### src/rtl/sram_pkg.sv
// Shared types, request-size constants and request checks for the SRAM sequencer.
package sram_pkg;

    // Sequencer states: one setup cycle and a stretched access phase per half-word.
    typedef enum logic [1:0] {
        IDLE   = 2'd0,
        SETUP  = 2'd1,
        ACCESS = 2'd2,
        DONE   = 2'd3
    } sram_state_e;

    // How many bytes a request moves on the 16-bit bus.
    typedef enum logic [1:0] {
        SZ_BYTE = 2'd0,
        SZ_HALF = 2'd1,
        SZ_WORD = 2'd2
    } access_size_e;

    // LSU access-size codes. Stores reuse the signed codes: sb=NB_B, sh=NB_H, sw=NB_W.
    localparam logic [2:0] NB_B  = 3'd0;
    localparam logic [2:0] NB_BU = 3'd1;
    localparam logic [2:0] NB_H  = 3'd2;
    localparam logic [2:0] NB_HU = 3'd3;
    localparam logic [2:0] NB_W  = 3'd4;

    function automatic access_size_e size_of(input logic [2:0] num_byte);
        if (num_byte == NB_W) begin
            return SZ_WORD;
        end else if ((num_byte == NB_H) || (num_byte == NB_HU)) begin
            return SZ_HALF;
        end
        return SZ_BYTE;
    endfunction

    // Codes 5..7 do not name any access size.
    function automatic logic is_illegal(input logic [2:0] num_byte);
        return num_byte > NB_W;
    endfunction

    // Half-words must sit on even addresses and words on multiples of four.
    function automatic logic is_misaligned(input logic [2:0] num_byte, input logic [1:0] addr_lo);
        case (num_byte)
            NB_H, NB_HU: return addr_lo[0];
            NB_W:        return |addr_lo;
            default:     return 1'b0;
        endcase
    endfunction

endpackage

### src/rtl/sram_ctrl_if.sv
// LSU-side request/response bundle of the SRAM sequencer.
interface sram_ctrl_if;
    logic        i_req;
    logic        i_wren;
    logic [31:0] i_addr;
    logic [31:0] i_wdata;
    logic [2:0]  i_num_byte;
    logic [31:0] o_rdata;
    logic        o_ACK;
    logic        o_err;

    // The LSU issues the request and waits for the acknowledge.
    modport master (
        output i_req, i_wren, i_addr, i_wdata, i_num_byte,
        input  o_rdata, o_ACK, o_err
    );

    // The sequencer consumes the request and reports completion.
    modport slave (
        input  i_req, i_wren, i_addr, i_wdata, i_num_byte,
        output o_rdata, o_ACK, o_err
    );
endinterface

### src/rtl/sram_load_ext.sv
// Picks the addressed byte/half-word out of the collected SRAM data and extends it to 32 bits.
module sram_load_ext
    import sram_pkg::*;
(
    input  logic [31:0] raw_i,
    input  logic [2:0]  num_byte_i,
    input  logic        addr0_i,
    output logic [31:0] data_o
);

    logic [7:0] selByte;

    // Byte lane follows address bit 0; halves and words always start at the low half-word.
    always_comb begin
        selByte = addr0_i ? raw_i[15:8] : raw_i[7:0];
        data_o  = 32'h0;
        case (num_byte_i)
            NB_B:    data_o = {{24{selByte[7]}}, selByte};
            NB_BU:   data_o = {24'h0, selByte};
            NB_H:    data_o = {{16{raw_i[15]}}, raw_i[15:0]};
            NB_HU:   data_o = {16'h0, raw_i[15:0]};
            NB_W:    data_o = raw_i;
            default: data_o = 32'h0;
        endcase
    end

endmodule

### src/rtl/sram_ctrl.sv
// Sequencer between the LSU and a 16-bit asynchronous SRAM: splits each access
// into half-word bus cycles with a programmable strobe stretch and acks once.
module sram_ctrl
    import sram_pkg::*;
#(
    parameter int WAIT_CYCLES = 1,
    parameter int ADDR_W      = 18
) (
    input  logic              i_clk,
    input  logic              i_rst_n,
    sram_ctrl_if.slave        lsu,
    output logic [ADDR_W-1:0] o_SRAM_ADDR,
    output logic [15:0]       o_sram_dq,
    output logic              o_sram_dq_oe,
    input  logic [15:0]       i_sram_dq,
    output logic              o_SRAM_CE_N,
    output logic              o_SRAM_OE_N,
    output logic              o_SRAM_WE_N,
    output logic              o_SRAM_UB_N,
    output logic              o_SRAM_LB_N
);

    sram_state_e       state_q;
    logic              wren_q;
    logic [ADDR_W:0]   addr_q;
    logic [31:0]       wdata_q;
    logic [2:0]        nb_q;
    logic              half_q;
    logic [2:0]        waitCnt_q;
    logic [15:0]       buf0_q;
    logic [15:0]       buf1_q;
    logic [31:0]       rdata_q;
    logic              ack_q;
    logic              err_q;
    logic [ADDR_W-1:0] sramAddr_q;
    logic [15:0]       dq_q;
    logic              dqOe_q;
    logic              ceN_q;
    logic              oeN_q;
    logic              weN_q;
    logic              ubN_q;
    logic              lbN_q;

    logic              fromIdle;
    logic [ADDR_W:0]   curAddr;
    logic [31:0]       curWdata;
    access_size_e      curSize;
    logic              nextHalf;
    logic [ADDR_W-1:0] setupAddr;
    logic [15:0]       setupData;
    logic              setupUbN;
    logic              setupLbN;
    logic              reqBad;
    logic              accessLast;
    logic [15:0]       buf0_d;
    logic [15:0]       buf1_d;
    logic [31:0]       extData;
    logic [31:0]       rdata_d;
    logic              unusedAddrHi;

    // Address bits above the SRAM window wrap around and are never looked at.
    assign unusedAddrHi = ^lsu.i_addr[31:ADDR_W+1];

    // Bus values for the next SETUP cycle: first half straight from the live request,
    // second half of a word from the latched copy.
    always_comb begin
        fromIdle  = (state_q == IDLE);
        curAddr   = fromIdle ? lsu.i_addr[ADDR_W:0] : addr_q;
        curWdata  = fromIdle ? lsu.i_wdata : wdata_q;
        curSize   = size_of(fromIdle ? lsu.i_num_byte : nb_q);
        nextHalf  = ~fromIdle;
        setupAddr = curAddr[ADDR_W:1] + ADDR_W'(nextHalf);
        setupData = curWdata[15:0];
        setupUbN  = 1'b0;
        setupLbN  = 1'b0;
        case (curSize)
            SZ_BYTE: begin
                setupData = {curWdata[7:0], curWdata[7:0]};
                setupUbN  = ~curAddr[0];
                setupLbN  = curAddr[0];
            end
            SZ_WORD: setupData = nextHalf ? curWdata[31:16] : curWdata[15:0];
            default: setupData = curWdata[15:0];
        endcase
        reqBad = is_illegal(lsu.i_num_byte) || is_misaligned(lsu.i_num_byte, lsu.i_addr[1:0]);
    end

    // Capture SRAM read data on the final access cycle; the extender sees the freshly
    // captured half so the result can be registered on the same edge that enters DONE.
    always_comb begin
        accessLast = (state_q == ACCESS) && (waitCnt_q == 3'(WAIT_CYCLES));
        buf0_d     = buf0_q;
        buf1_d     = buf1_q;
        if (accessLast && !wren_q) begin
            if (half_q) begin
                buf1_d = i_sram_dq;
            end else begin
                buf0_d = i_sram_dq;
            end
        end
        rdata_d = wren_q ? 32'h0 : extData;
    end

    sram_load_ext u_load_ext (
        .raw_i      ({buf1_d, buf0_d}),
        .num_byte_i (nb_q),
        .addr0_i    (addr_q[0]),
        .data_o     (extData)
    );

    // Main sequencer; every bus pin and LSU response is a register updated here.
    always_ff @(posedge i_clk or negedge i_rst_n) begin
        if (!i_rst_n) begin
            state_q    <= IDLE;
            wren_q     <= 1'b0;
            addr_q     <= '0;
            wdata_q    <= 32'h0;
            nb_q       <= 3'd0;
            half_q     <= 1'b0;
            waitCnt_q  <= 3'd0;
            buf0_q     <= 16'h0;
            buf1_q     <= 16'h0;
            rdata_q    <= 32'h0;
            ack_q      <= 1'b0;
            err_q      <= 1'b0;
            sramAddr_q <= '0;
            dq_q       <= 16'h0;
            dqOe_q     <= 1'b0;
            ceN_q      <= 1'b1;
            oeN_q      <= 1'b1;
            weN_q      <= 1'b1;
            ubN_q      <= 1'b1;
            lbN_q      <= 1'b1;
        end else begin
            ack_q  <= 1'b0;
            buf0_q <= buf0_d;
            buf1_q <= buf1_d;
            case (state_q)
                IDLE: begin
                    err_q <= 1'b0;
                    if (lsu.i_req) begin
                        wren_q    <= lsu.i_wren;
                        addr_q    <= lsu.i_addr[ADDR_W:0];
                        wdata_q   <= lsu.i_wdata;
                        nb_q      <= lsu.i_num_byte;
                        half_q    <= 1'b0;
                        waitCnt_q <= 3'd0;
                        if (reqBad) begin
                            state_q <= DONE;
                            ack_q   <= 1'b1;
                            err_q   <= 1'b1;
                            rdata_q <= 32'h0;
                        end else begin
                            state_q    <= SETUP;
                            sramAddr_q <= setupAddr;
                            dq_q       <= setupData;
                            dqOe_q     <= lsu.i_wren;
                            ceN_q      <= 1'b0;
                            oeN_q      <= lsu.i_wren;
                            ubN_q      <= setupUbN;
                            lbN_q      <= setupLbN;
                        end
                    end
                end
                SETUP: begin
                    state_q   <= ACCESS;
                    waitCnt_q <= 3'd0;
                    weN_q     <= ~wren_q;
                    oeN_q     <= wren_q;
                end
                ACCESS: begin
                    if (accessLast) begin
                        waitCnt_q <= 3'd0;
                        if ((size_of(nb_q) == SZ_WORD) && !half_q) begin
                            state_q    <= SETUP;
                            half_q     <= 1'b1;
                            sramAddr_q <= setupAddr;
                            dq_q       <= setupData;
                            weN_q      <= 1'b1;
                            oeN_q      <= 1'b1;
                        end else begin
                            state_q <= DONE;
                            ack_q   <= 1'b1;
                            rdata_q <= rdata_d;
                            dqOe_q  <= 1'b0;
                            ceN_q   <= 1'b1;
                            oeN_q   <= 1'b1;
                            weN_q   <= 1'b1;
                            ubN_q   <= 1'b1;
                            lbN_q   <= 1'b1;
                        end
                    end else begin
                        waitCnt_q <= waitCnt_q + 3'd1;
                    end
                end
                DONE: begin
                    state_q <= IDLE;
                    err_q   <= 1'b0;
                    half_q  <= 1'b0;
                end
                default: state_q <= IDLE;
            endcase
        end
    end

    assign lsu.o_rdata   = rdata_q;
    assign lsu.o_ACK     = ack_q;
    assign lsu.o_err     = err_q;
    assign o_SRAM_ADDR   = sramAddr_q;
    assign o_sram_dq     = dq_q;
    assign o_sram_dq_oe  = dqOe_q;
    assign o_SRAM_CE_N   = ceN_q;
    assign o_SRAM_OE_N   = oeN_q;
    assign o_SRAM_WE_N   = weN_q;
    assign o_SRAM_UB_N   = ubN_q;
    assign o_SRAM_LB_N   = lbN_q;

endmodule

### src/flat_wrapper.sv
// flat-port wrapper written by rule: the top's interface ports become plain ports
module sram_ctrl_flat import sram_pkg::*;
#(
    parameter int WAIT_CYCLES = 1,
    parameter int ADDR_W      = 18
)
  (i_clk, i_rst_n, o_SRAM_ADDR, o_sram_dq, o_sram_dq_oe, i_sram_dq, o_SRAM_CE_N, o_SRAM_OE_N, o_SRAM_WE_N, o_SRAM_UB_N, o_SRAM_LB_N, lsu_i_req, lsu_i_wren, lsu_i_addr, lsu_i_wdata, lsu_i_num_byte, lsu_o_rdata, lsu_o_ACK, lsu_o_err);
  sram_ctrl_if lsu_i ();
  input  logic i_clk;
  input  logic i_rst_n;
  output logic [ADDR_W-1:0] o_SRAM_ADDR;
  output logic [15:0] o_sram_dq;
  output logic o_sram_dq_oe;
  input  logic [15:0] i_sram_dq;
  output logic o_SRAM_CE_N;
  output logic o_SRAM_OE_N;
  output logic o_SRAM_WE_N;
  output logic o_SRAM_UB_N;
  output logic o_SRAM_LB_N;
  input wire logic [$bits(lsu_i.i_req)-1:0] lsu_i_req;
  input wire logic [$bits(lsu_i.i_wren)-1:0] lsu_i_wren;
  input wire logic [$bits(lsu_i.i_addr)-1:0] lsu_i_addr;
  input wire logic [$bits(lsu_i.i_wdata)-1:0] lsu_i_wdata;
  input wire logic [$bits(lsu_i.i_num_byte)-1:0] lsu_i_num_byte;
  output wire logic [$bits(lsu_i.o_rdata)-1:0] lsu_o_rdata;
  output wire logic [$bits(lsu_i.o_ACK)-1:0] lsu_o_ACK;
  output wire logic [$bits(lsu_i.o_err)-1:0] lsu_o_err;
  assign lsu_i.i_req = lsu_i_req;
  assign lsu_i.i_wren = lsu_i_wren;
  assign lsu_i.i_addr = lsu_i_addr;
  assign lsu_i.i_wdata = lsu_i_wdata;
  assign lsu_i.i_num_byte = lsu_i_num_byte;
  assign lsu_o_rdata = lsu_i.o_rdata;
  assign lsu_o_ACK = lsu_i.o_ACK;
  assign lsu_o_err = lsu_i.o_err;
  sram_ctrl #(.WAIT_CYCLES(WAIT_CYCLES), .ADDR_W(ADDR_W)) u_core (.i_clk(i_clk), .i_rst_n(i_rst_n), .lsu(lsu_i), .o_SRAM_ADDR(o_SRAM_ADDR), .o_sram_dq(o_sram_dq), .o_sram_dq_oe(o_sram_dq_oe), .i_sram_dq(i_sram_dq), .o_SRAM_CE_N(o_SRAM_CE_N), .o_SRAM_OE_N(o_SRAM_OE_N), .o_SRAM_WE_N(o_SRAM_WE_N), .o_SRAM_UB_N(o_SRAM_UB_N), .o_SRAM_LB_N(o_SRAM_LB_N));
endmodule
### config.mk
export PLATFORM = sky130hd
export DESIGN_NAME = sram_ctrl_flat
export DESIGN_NICKNAME = d
export VERILOG_FILES = /design/src/rtl/sram_pkg.sv /design/src/rtl/sram_ctrl_if.sv /design/src/rtl/sram_load_ext.sv /design/src/rtl/sram_ctrl.sv /design/src/flat_wrapper.sv
export SDC_FILE = /design/constraint.sdc
export NUM_CORES = 1
export LEC_CHECK = 0
export ABC_CLOCK_PERIOD_IN_PS = 8000
export CAP_MARGIN = 20
export CORE_MARGIN = 1.5
export CORE_UTILIZATION = 42
export CTS_CLUSTER_SIZE = 30
export DETAILED_ROUTE_END_ITERATION = 8
export PLACE_DENSITY = 0.77
export SLEW_MARGIN = 10
export SYNTH_ARGS = -nofsm -noshare
export SYNTH_HDL_FRONTEND = slang
export SYNTH_HIERARCHICAL = 1
export SYNTH_SLANG_ARGS = --single-unit
### constraint.sdc
create_clock -name i_clk -period 8 [get_ports i_clk]
set_input_delay 1.2 -clock i_clk [delete_from_list [all_inputs] [get_ports i_clk]]
set_output_delay 1.2 -clock i_clk [all_outputs]
set_load 0.02 [all_outputs]
# After elaboration in Yosys (flattened, before gate mapping)
# Index checks and enable logic that the tools add are counted.
# classes
addsub,2
order_cmp,1
n_eq_ne,22
n_mux,81
bitwise,3
reduce_logical,27
# ops
cell,count
32-bit 2-to-1 mux,6
32-bit one-hot mux with 5 select lines,1
16-bit 2-to-1 mux,9
18-bit 2-to-1 mux,4
16-bit one-hot mux with 2 select lines,2
32-bit one-hot mux with 2 select lines,1
18-bit one-hot mux with 2 select lines,1
1-bit 2-to-1 mux,28
2-bit 2-to-1 mux,12
19-bit 2-to-1 mux,1
18-bit by 1-bit adder with 18-bit output,1
"3-bit by 2-bit equality test with 1-bit output, second input constant",6
1-bit one-hot mux with 2 select lines,8
5-bit AND reduction,3
"2-bit inequality test, second input constant",5
"3-bit equality test, second input constant",3
3-bit 2-to-1 mux,3
3-bit one-hot mux with 3 select lines,1
"2-bit equality test, second input constant",4
8-bit 2-to-1 mux,1
2-bit one-hot mux with 4 select lines,1
2-bit AND reduction,4
4-bit AND reduction,2
"3-bit by 1-bit equality test with 1-bit output, second input constant",2
14 further kinds,27
# totals
regBits,167
in_bits,87
out_inout_bits,74

# Depth between registers and ports, before layout
# depth
word_depth,14
ltp_mapped,14
ltp_nobuf,10

# Modules after synthesis
# The synthesis kept the hierarchy.
# by_module_without_submodules
mod,instances,cells_per_inst,area_per_inst_um2,seq_area_each_um2
sram_ctrl,1,691,7770.0,4185.3
sram_load_ext,1,63,425.4,0.0

# Worst setup path before layout
# Ideal clock, no wire load.
# synth_path
path_type,flip-flop to flip-flop
from,register u_core.state_q[0]
to,register u_core.rdata_q[21] (netlist: u_core/lsu.o_rdata[21])
setup_ps,79
t_arrival_ps,3059
required_ps,7921
setup_slack_ps,4861
path_stages_with_launch,14
n_path_buf,3
synth_period_minus_slack_ps,3139
cell_sequence,dfrtp_1 -> inv_1 -> ha_1 -> buf_2 -> inv_1 -> nor4_2 -> buf_2 -> mux2_2 -> or3b_4 -> a211oi_4 -> buf_6 -> a21o_1 -> nand2_1 -> mux2i_1
# synth_via
elab_chain_len,10
elab_cells_between_ends,18
cone_classes,5 x eq/ne; 8 x mux; 5 x reduce/logical
# synth_lines
element,line,source
from (decl),sram_ctrl.sv:23,sram_state_e state_q;
from (signal assigned),sram_ctrl.sv:114,state_q <= IDLE;
from (signal assigned),sram_ctrl.sv:149,state_q <= DONE;
from (signal assigned),sram_ctrl.sv:154,state_q <= SETUP;
2-bit equality test,sram_ctrl.sv:91,accessLast = (state_q == ACCESS) && (waitCnt_q == 3'(WAIT_CYCLES));
1-bit logical AND,sram_ctrl.sv:91,
1-bit logical AND,sram_ctrl.sv:94,if (accessLast && !wren_q) begin
16-bit 2-to-1 mux,sram_ctrl.sv:94,
named net u_core.buf0_d[7],sram_ctrl.sv:55,logic [15:0] buf0_d;
8-bit 2-to-1 mux,sram_load_ext.sv:15,selByte = addr0_i ? raw_i[15:8] : raw_i[7:0];
32-bit one-hot mux with 5 select lines,sram_load_ext.sv:17,case (num_byte_i)
named net u_core.extData[21],sram_ctrl.sv:57,logic [31:0] extData;
32-bit 2-to-1 mux,sram_ctrl.sv:101,rdata_d = wren_q ? 32'h0 : extData;
32-bit 2-to-1 mux,sram_ctrl.sv:174,if ((size_of(nb_q) == SZ_WORD) && !half_q) begin
32-bit 2-to-1 mux,sram_ctrl.sv:172,if (accessLast) begin
32-bit one-hot mux with 2 select lines,sram_ctrl.sv:138,case (state_q)
to (signal assigned),sram_ctrl.sv:184,rdata_q <= rdata_d;
to (decl),sram_ctrl.sv:32,logic [31:0] rdata_q;
# The timed path passes the listed nets, and every way through them passes these cells. The select of a mux whose other input is x is not followed.
# A chain may end at the register's enable or synchronous reset.

# Worst setup path in the final report
# layout_path
from,register u_core.state_q[0]
to,register u_core.sramAddr_q[7] (netlist: u_core/o_SRAM_ADDR[7])
# layout_via
elab_chain_len,6
elab_cells_between_ends,17
cone_classes,1 x add/sub; 5 x eq/ne; 6 x mux; 1 x bitwise; 4 x reduce/logical
# layout_lines
element,line,source
2-bit logical NOT,"sram_ctrl.sv:67, sram_ctrl.sv:138",
19-bit 2-to-1 mux or 1-bit inverter (tied branches),"sram_ctrl.sv:68, sram_ctrl.sv:71",
18-bit by 1-bit adder with 18-bit output,sram_ctrl.sv:72,setupAddr = curAddr[ADDR_W:1] + ADDR_W'(nextHalf);
"18-bit 2-to-1 mux, on equally long branches","sram_ctrl.sv:174, sram_ctrl.sv:148",
"18-bit 2-to-1 mux, on equally long branches","sram_ctrl.sv:172, sram_ctrl.sv:141",
18-bit one-hot mux with 2 select lines,sram_ctrl.sv:138,
to (signal assigned),sram_ctrl.sv:155,sramAddr_q <= setupAddr;
to (signal assigned),sram_ctrl.sv:177,sramAddr_q <= setupAddr;
to (decl),sram_ctrl.sv:35,logic [ADDR_W-1:0] sramAddr_q;
# Parallel ways exist; a longest one is shown, timed or not. The select of a mux whose other input is x is not followed.

==> impl_metrics.tcl <==
set metrics [dict create \
    synthToLayoutAreaGrowth_pct 27.3 \
    ys_seq_area_share_pct 51.1 \
    drt-total-wl_um 19400 \
    core_area_um2 18900 \
    use_met3_pct 5.23 \
    detail-route-antenna-nets 0 \
    clkSlewWorstSetupHoldPaths_ps 70 \
    numCtsBuffers 17 \
    die_w_um 143 \
    synth_top_area_share_pct 49.5 \
    power_uw 4480 \
    tritoncts "done" \
    rr_startpoint "u_core/state_q[0]" \
    timing.final.crit_period_ps 3710 \
    htreeDepth 4 \
    hold_class "reg -> reg" \
    grt_pass1_vias 6061 \
    synthFlopType "dfrtp_1" \
    synthDistinctLibCells 56 \
    layout_setup_ws_ps 4290 \
    nNetsFinal 980 \
    clock_latency_ps 430 \
    drc 0 \
    worst_slew_pin_slew_ps 1090 \
    rr_worst_depth 7 \
    wl_per_cell_um 16.7 \
    synth_area_per_cell_um2 10.9 \
    layout-drive-gt1-share_pct 17.7 \
    min-delay-start "u_core/o_SRAM_ADDR[10]" \
    timing.rr.end "u_core/o_SRAM_ADDR[7]" \
    netlist_top_cells_count "162 x dfrtp_1, 108 x nand2_1, 96 x mux2_2" \
    hold_path_end "u_core/o_SRAM_ADDR[10]" \
    rsz0062_at_grt "false" \
    n_antenna_cell 0 \
    crit_required_ps 8310 \
    fin_skew_ps 8.24 \
    fin_tns_setup_ps 0 \
    hpwl_um 13400 \
    period_share_pct 46.4 \
    drtIter0Drc 425 \
    yosysMostFrequentCell "dfrtp_1" \
    gp_congestion 0.822 \
    max-clock-path-buffers 2 \
    die_area_um2 20400 \
    maxCapViolations 0 \
    synth.largest_area_cell "dfrtp_1" \
    finalSetupViolCount 0 \
    syn-num-nets 849 \
    grt_pass1_wl_um 31200 \
    grt_max_degree 109 \
    ioPinCount 161 \
    worstPathMaxFanout 75 \
    async_flop_share_pct 100 \
    crit_type "reg -> reg" \
    max-slew-margin-rel_pct 27.2 \
    fin_util_pct 55.2 \
    holdWs_ps 475 \
    status "completed" \
    max_freq_ghz 0.269 \
    grt_busiest_layer "met2" \
    gr-usage-met2_pct 31.4 \
    holdBufCountCts 0 \
    synth_area_leaders "dfrtp_1 49%, mux2_2 13%, mux2i_1 6.8%, nand2_1 4.9%, o21ai_0 3.1%" \
    cts-root-buf "clkbuf_16" \
    ir_drop_mv 0.210 \
    grt_util_all_layers_pct 19.7 \
    syn_inst 754 \
    min_path_cells 1 \
    routed_via_density 5.20 \
    leakage_uw 0.00449 \
    yosysWarnings 6 \
    post_cts_buffers 0 \
    cts_resized 0 \
    antenna_found_initial 0 \
    endpoint_kind "flop" \
    maxSlewViolCount 0 \
    firstDrtPassIters 5 \
    grt-ovfl-total 0 \
    use_met1_pct 26.6 \
    pre_cts_ws_ps 4020 \
    start_util_pct 43.4 \
    cts.sinks 167 \
    hold_viol 0 \
    synth_edf_count 0 \
    netlist_area_um2 8200 \
    pwr_density_cell_nw_per_um2 429 \
    cp_data_arrival_time_ps 4020 \
    yosys_register_bits 167 \
    rows 50 \
    cp-start-kind "flop" \
    numPortBuffers 147 \
    ff2ff_setup_slack_ps 4290 \
    vias 6027 \
    dieHeight_um 143 \
]
==> registers in the layout, summed over array words and instances, names as in the netlist, 2 cells and up <==
name,count
u_core/buf1_q,16
u_core/wdata_q,32
u_core/nb_q,3
u_core/o_SRAM_ADDR,18
u_core/state_q,2
u_core/addr_q,19
u_core/buf0_q,16
u_core/lsu.o_rdata,32
u_core/waitCnt_q,3
u_core/o_sram_dq,16
==> report_power, final <==
| group | switching [uW] | internal (uW) | total, uW |
|---|---|---|---|
| registers | 244 | 1260 | 1500 |
| clock network | 336 | 438 | 773 |
| logic | 1180 | 1030 | 2210 |
==> worst max-delay path by stage <==
stage                                         to  depth (start not counted)              start
final                      u_core/o_SRAM_ADDR[7]                          7  u_core/state_q[0]
after floorplan           u_core/lsu.o_rdata[21]                         13  u_core/state_q[0]
after global routing       u_core/o_SRAM_ADDR[7]                          7  u_core/state_q[0]
after CTS                  u_core/o_SRAM_ADDR[7]                          7  u_core/state_q[0]
after detailed placement     u_core/o_sram_dq[9]                          6  lsu_i_num_byte[1]
after global placement      u_core/o_sram_dq[10]                          6  lsu_i_num_byte[1]
==> cell families (layout without fill, tap and decap cells) <==
family                     after synthesis  after routing  share of synthesized area (%)
muxes                                  152            152                           20.0
xor gates and xnor gates                16             16                           1.71
DFF                                    167            167                           51.1
adders and majority gates                8              8                           1.22
and+or+nand+nor                        180            180                           10.1
buffers and inverters                   83            227                           4.41
AOI/OAI and AO/OA                      148            148                           11.5
==> metal layers <==
metal,vias up,part of all wire (%)
li1,2889,-
met1,2947,45
met2,172,46
met3,19,7.0
met4,0,1.1
met5,-,0
==> worst max-delay path: stages (launching register included) <==
cell and delay [ps]:
dfrtp_1 420, inv_1 120, ha_2 240, buf_4 640
inv_1 400, o22ai_1 420, a2111o_2 860, mux2_2 420
==> cells in the final DEF (no fill, tap or decap), types with 3 or more instances in the layout <==
| master | netlist | layout |
|---|---|---|
| inv_1 | 40 | 40 |
| o21ai_0 | 50 | 50 |
| a21o_2 | 5 | 5 |
| clkinvlp_4 | 0 | 4 |
| a21oi_1 | 38 | 38 |
| nand2_1 | 108 | 107 |
| nand4b_1 | 3 | 3 |
| dfrtp_1 | 162 | 162 |
| o22ai_1 | 7 | 7 |
| xnor2_1 | 11 | 11 |
| a22o_1 | 4 | 4 |
| clkbuf_16 | 0 | 17 |
| dfstp_2 | 5 | 5 |
| nor2b_1 | 8 | 8 |
| nand3_1 | 12 | 11 |
| nor2_1 | 20 | 19 |
| a21o_1 | 12 | 12 |
| clkdlybuf4s50_1 | 0 | 146 |
| or2_2 | 3 | 3 |
| a222oi_1 | 4 | 4 |
| nand4_1 | 4 | 4 |
| mux2_2 | 96 | 96 |
| xor2_1 | 5 | 5 |
| o21a_1 | 6 | 6 |
| mux2i_1 | 56 | 56 |
| nor3_1 | 6 | 6 |
| clkbuf_1 | 21 | 4 |
| ha_1 | 8 | 7 |
| buf_4 | 0 | 7 |
| nor3b_1 | 4 | 3 |
==> layout make-up <==
type | count | area [um^2]
Fill cell | 1658 | 8460
Sequential cell | 167 | 4190
Multi-Input combinational cell | 504 | 3680
Timing Repair Buffer | 155 | 1550
Clock buffer | 22 | 454
Tap cell | 260 | 325
Inverter | 40 | 150
Clock inverter | 10 | 96.3
==> per-stage QoR <==
stage,std cells,area (um^2)
2_1_floorplan,754,8200
3_3_place_gp,1125,9860
3_5_place_dp,1126,9880
4_1_cts,1158,10400
5_1_grt,1158,10400
6_report,1158,10400
Note: power is estimated with default switching activity, not from simulation.
